--- config.mk ---
export PLATFORM = sky130hd
export DESIGN_NAME = tick_ctrl
export DESIGN_NICKNAME = d
export VERILOG_FILES = /design/src/rtl/tick_ctrl_pkg.sv /design/src/rtl/tick_ctrl_period_counter.sv /design/src/rtl/tick_ctrl.sv
export SDC_FILE = /design/constraint.sdc
export NUM_CORES = 1
export LEC_CHECK = 0
export BUFFER_PORTS_ARGS = -buffer_cell sky130_fd_sc_hd__buf_4
export CORE_MARGIN = 2
export CORE_UTILIZATION = 45
export CTS_CLUSTER_DIAMETER = 60
export CTS_CLUSTER_SIZE = 28
export DETAILED_ROUTE_END_ITERATION = 8
export GPL_TIMING_DRIVEN = 1
export PLACE_DENSITY_LB_ADDON = 0.12
export SYNTH_ARGS = -nofsm -noshare
export SYNTH_HDL_FRONTEND = slang
export SYNTH_HIERARCHICAL = 1
export SYNTH_SLANG_ARGS = --single-unit
--- constraint.sdc ---
create_clock -name iClk -period 5.76 [get_ports iClk]
set_input_delay 0.288 -clock iClk [delete_from_list [all_inputs] [get_ports iClk]]
set_output_delay 0.288 -clock iClk [all_outputs]
set_load 0.005 [all_outputs]
--- src/rtl/tick_ctrl_pkg.sv ---
// Shared types and constants for the tick_ctrl run-control block.
package tick_ctrl_pkg;

    typedef enum logic [1:0] {
        ST_IDLE = 2'd0,
        ST_RUN  = 2'd1,
        ST_SHOT = 2'd2
    } state_e;

    localparam int unsigned MIN_DIV = 32'd2;

    // Divisors below MIN_DIV would make the wrap compare degenerate.
    function automatic logic [31:0] clamp_div(input logic [31:0] i_div);
        logic [31:0] w_res;
        if (i_div < MIN_DIV) begin
            w_res = MIN_DIV;
        end else begin
            w_res = i_div;
        end
        return w_res;
    endfunction

endpackage

--- src/rtl/tick_ctrl_period_counter.sv ---
// Period counter: counts 0..div-1, issues a one-cycle tick and toggles the
// divided clock at every wrap; clear forces everything back to zero.
module tick_ctrl_period_counter #(
    parameter int CNT_W = 20
) (
    input  logic             i_clk,
    input  logic             i_rst_n,
    input  logic             i_clr,
    input  logic             i_en,
    input  logic [CNT_W-1:0] i_div,
    output logic             o_wrap,
    output logic             o_tick,
    output logic             o_div_clk,
    output logic [CNT_W-1:0] o_cnt
);

    logic [CNT_W-1:0] r_cnt;
    logic             r_tick;
    logic             r_div_clk;
    logic             w_last;

    assign w_last    = (r_cnt == (i_div - CNT_W'(1)));
    // A clear wins over a coincident wrap so no tick escapes an abort.
    assign o_wrap    = i_en & ~i_clr & w_last;
    assign o_tick    = r_tick;
    assign o_div_clk = r_div_clk;
    assign o_cnt     = r_cnt;

    // Count register, tick pulse and divided clock.
    always_ff @(posedge i_clk or negedge i_rst_n) begin
        if (!i_rst_n) begin
            r_cnt     <= {CNT_W{1'b0}};
            r_tick    <= 1'b0;
            r_div_clk <= 1'b0;
        end else if (i_clr) begin
            r_cnt     <= {CNT_W{1'b0}};
            r_tick    <= 1'b0;
            r_div_clk <= 1'b0;
        end else if (o_wrap) begin
            r_cnt     <= {CNT_W{1'b0}};
            r_tick    <= 1'b1;
            r_div_clk <= ~r_div_clk;
        end else if (i_en) begin
            r_cnt     <= r_cnt + CNT_W'(1);
            r_tick    <= 1'b0;
        end else begin
            // Idle: counter parked at zero, divided clock keeps its level.
            r_cnt     <= {CNT_W{1'b0}};
            r_tick    <= 1'b0;
        end
    end

endmodule

--- src/rtl/tick_ctrl.sv ---
// Run/stop/one-shot front end for a runtime-retunable clock divider:
// owns the FSM, the divisor register and the configuration handshake.
module tick_ctrl
    import tick_ctrl_pkg::*;
#(
    parameter int CNT_W   = 20,
    parameter int DEF_DIV = 500000
) (
    input  logic             iClk,
    input  logic             iRst,
    input  logic             iCfgValid,
    input  logic [CNT_W-1:0] iCfgDiv,
    output logic             oCfgReady,
    input  logic             iStart,
    input  logic             iOneShot,
    input  logic             iStop,
    output logic             oTick,
    output logic             oDivClk,
    output logic             oBusy,
    output logic [CNT_W-1:0] oCnt
);

    state_e           r_state;
    state_e           w_state_nxt;
    logic [CNT_W-1:0] r_div;
    logic [CNT_W-1:0] w_cfg_div;
    logic             w_busy;
    logic             w_clr;
    logic             w_wrap;
    logic             w_load;

    assign w_busy    = (r_state != ST_IDLE);
    assign oBusy     = w_busy;
    assign oCfgReady = ~w_busy;
    assign w_clr     = w_busy & iStop;
    assign w_load    = iCfgValid & oCfgReady;
    assign w_cfg_div = CNT_W'(clamp_div(32'(iCfgDiv)));

    // State register.
    always_ff @(posedge iClk or negedge iRst) begin
        if (!iRst) begin
            r_state <= ST_IDLE;
        end else begin
            r_state <= w_state_nxt;
        end
    end

    // Next-state logic; start outranks one-shot, stop outranks the wrap.
    always_comb begin
        w_state_nxt = r_state;
        case (r_state)
            ST_IDLE: begin
                if (iStart) begin
                    w_state_nxt = ST_RUN;
                end else if (iOneShot) begin
                    w_state_nxt = ST_SHOT;
                end else begin
                    w_state_nxt = ST_IDLE;
                end
            end
            ST_RUN: begin
                if (iStop) begin
                    w_state_nxt = ST_IDLE;
                end else begin
                    w_state_nxt = ST_RUN;
                end
            end
            ST_SHOT: begin
                if (iStop || w_wrap) begin
                    w_state_nxt = ST_IDLE;
                end else begin
                    w_state_nxt = ST_SHOT;
                end
            end
            default: begin
                w_state_nxt = ST_IDLE;
            end
        endcase
    end

    // Divisor register, writable only while idle.
    always_ff @(posedge iClk or negedge iRst) begin
        if (!iRst) begin
            r_div <= CNT_W'(DEF_DIV);
        end else if (w_load) begin
            r_div <= w_cfg_div;
        end else begin
            r_div <= r_div;
        end
    end

    tick_ctrl_period_counter #(
        .CNT_W (CNT_W)
    ) u_period_counter (
        .i_clk     (iClk),
        .i_rst_n   (iRst),
        .i_clr     (w_clr),
        .i_en      (w_busy),
        .i_div     (r_div),
        .o_wrap    (w_wrap),
        .o_tick    (oTick),
        .o_div_clk (oDivClk),
        .o_cnt     (oCnt)
    );

endmodule

==> impl_metrics.yaml <==
clock_tree:
  htree_levels: 2
  cts_sinks: 44
  cts_tree: "built"
  clk_path_buf_depth: 2
  numCtsBuffers: 5
  postCtsHoldBufs: 1
  cts_resized: 0
  clk_latency_ns: 0.29
  cts_setup_buffers: 0
  clkSlewWorstSetupHoldPaths_ns: 0.08
  cts_root_buf: "clkbuf_8"
synth:
  syn-cell-area_um2: 2660
  netlist_top_cells_area: "dfrtp_1 35%, mux2_2 8.1%, xor2_1 7.6%"
  ys_async_sr_fraction_pct: 100
  synth_edf_count: 0
  syn_inst: 267
  synth_seq_cells: 44
  avgSynthCellArea_um2: 9.95
  synth_area_leader_cell: "dfrtp_1"
  synth_top_area_share_pct: 34.8
  synth-seq-area-share_pct: 41.8
  syn_nets: 295
  yosys_warnings: 6
  yosysUniqueCellTypes: 47
  synth_top_flop_cell: "dfrtp_1"
critical_path:
  r2r_end: "u_period_counter/o_cnt[7]"
  cp_data_required_time_ns: 5.89
  r2r_start: "r_div[0]"
  crit_fanout: 15
  start_kind: "register"
  ff2ff_path_depth: 10
  ff2ff_setup_slack_ns: 2.22
  cp-end-kind: "register"
  arrival_ns: 3.67
  path_class: "register to register"
timing:
  fin_crit_sh_pct: 61.5
  max_freq_mhz: 282
  relSlewSlack_pct: 26.6
  setup_slack_ns: 2.22
  holdWs_ns: 0.233
  tightest_slew_ns: 1.10
  drv_slew: 0
  setup-violations-final: 0
  fin_tns_setup_ns: 0
  skew_ns: 0.0108
  rsz0062_at_grt: "no"
  post-route-min-period_ns: 3.54
  hold_viol_final: 0
drt:
  drcViolationCount: 0
  drt-pass1-iter-count: 4
  num_vias: 2170
  drt-wirelength-per-cell_um: 15.8
  ant_nets: 0
  avgViaCountPerCell: 5.56
  routed_wl_mm: 6.14
  drt-initial-drc-count: 91
floorplanning:
  io-pin-count: 50
  die_x_um: 80.9
  row_count: 27
  start_util_pct: 47.4
  fp.coreArea_um2: 5610
  dieArea_um2: 6540
  die_h_um: 80.9
place:
  dpl_worst_slack_ns: 2.27
  port_buffers: 49
  place_congestion: 0.840
  dpl.hpwl_mm: 4.59
finish:
  fin_util_pct: 56.5
  layout.nets: 345
  drive_above_1_share_pct: 28.6
  antenna_cells: 0
  fillers: 522
  syn_to_final_growth_pct: 19.3
global_routing:
  track_usage_pct: 19.6
  overflow: 0
  antenna_found_initial: 0
  grt_max_degree: 45
  grt_first_pass_wirelength_mm: 9.93
  grt_pass1_vias: 2053
power:
  peakVddDrop_uv: 123
  power_mw: 0.909
  leakage_nw: 1.32
  power_density_nw_per_um2: 287
worst_hold_path:
  hp-start: "iCfgDiv[8]"
  hold_class: "input pin to register"
  min_to: "r_div[8]"
  hold_path_depth: 2
outcome:
  status: "finished, final reports clean"
flow_run:
  drv_cap: 0
==> worst max path at each step <==
stage	startpoint	endpoint	slack [ns]	cells past startpoint
floorplan	r_div[0]	r_state[1]	2.67	12
global placement	r_div[0]	u_period_counter/o_cnt[5]	2.40	10
detailed placement	r_div[0]	u_period_counter/o_cnt[13]	2.27	10
CTS	r_div[0]	u_period_counter/o_cnt[2]	2.24	10
global route	r_div[0]	u_period_counter/o_cnt[6]	2.05	10
finish	r_div[0]	u_period_counter/o_cnt[7]	2.22	10
==> synth_stat cells, drive strengths merged, types with 2 or more instances <==
master,number
and3,3
nor3b,3
nand2b,3
nor2,20
nand2,13
xnor2,22
nor3,27
o21ai,4
or4b,2
nand4,6
a31oi,4
buf,5
xor2,23
or2,2
dfrtp,37
ha,2
mux2,21
nor2b,3
or4,2
a21oi,3
clkbuf,3
nor4,12
dfstp,7
nand3,17
and2,2
inv,7
mux2i,3
==> critical path, cell delays in order (launching register included) <==
cell	delay [ns]
dfrtp_1	0.43
inv_1	0.09
ha_1	0.33
or4b_4	0.53
a21oi_2	0.13
a31oi_1	0.05
or4_1	0.57
nand4bb_1	0.25
nor4_2	0.59
buf_4	0.33
nor3_1	0.08
==> registers in the layout, indices dropped and copies added (netlist names) <==
register and flops:
r_div 20, r_state 2, u_period_counter/o_cnt 20, u_period_counter/o_div_clk 1, u_period_counter/o_tick 1
==> cell usage in the layout (no fill, tap or decap), drive strengths merged, types with 2 or more instances in the layout <==
cell type  instances
nand2             13
clkbuf             7
buf               50
mux2i              3
xnor2             22
nand2b             3
inv                7
or4                2
nor3              27
xor2              23
nand4              6
or2                2
a31oi              4
nor4              12
nand3             17
dfstp              7
nor2b              3
a21oi              3
and3               3
o21ai              4
dfrtp             37
nor2              20
ha                 2
or4b               2
nor3b              3
and2               2
mux2              21
==> cell type report <==
cell class	instances	area (µm²)	share of cell area, %
multi-input combinational	208	1480	46.6
sequential	44	1110	35.0
timing repair buffer	51	385	12.2
tap	72	90.1	2.84
clock buffer	7	76.3	2.41
inverter	7	26.3	0.829
clock inverter	1	5.00	0.158
==> where the power goes <==
| part | internal, mW | total, mW | switching, mW | leakage, nW |
|---|---|---|---|---|
| clock | 0.0852 | 0.185 | 0.0994 | 0.0422 |
| combinational | 0.139 | 0.279 | 0.140 | 0.725 |
| sequential | 0.369 | 0.445 | 0.0766 | 0.557 |
| total | 0.593 | 0.909 | 0.316 | 1.32 |
==> routing by layer <==
| layer | GRT usage (%) | up-vias | share of wire, % |
|---|---|---|---|
| met5 | 0 | - | 0 |
| met3 | 3.67 | 6 | 5.0 |
| met1 | 26.8 | 1041 | 46 |
| met4 | 4.24 | 0 | 0.62 |
| li1 | - | 1061 | - |
| met2 | 32.6 | 62 | 48 |
==> stage by stage <==
| step | std cells | area [µm²] |
|---|---|---|
| 6_report | 390 | 3170 |
| 5_1_grt | 390 | 3170 |
| 4_1_cts | 390 | 3170 |
| 3_5_place_dp | 381 | 3080 |
| 3_3_place_gp | 381 | 3080 |
| 2_1_floorplan | 267 | 2660 |
==> cells by family (layout without fill, tap and decap cells) <==
logic type               count (synthesis)  after routing  share of synthesized area [%]
flip-flops                              44             44                           41.8
AND/OR/NAND/NOR                        118            118                           24.5
multiplexers                            24             24                           10.0
AO/OA/AOI/OAI                           19             19                           5.04
XOR/XNOR                                45             45                           14.8
adder cells (fa/ha/maj)                  2              2                          0.941
buffers and inverters                   15             66                           2.92
(Power assumes the default switching activity.)
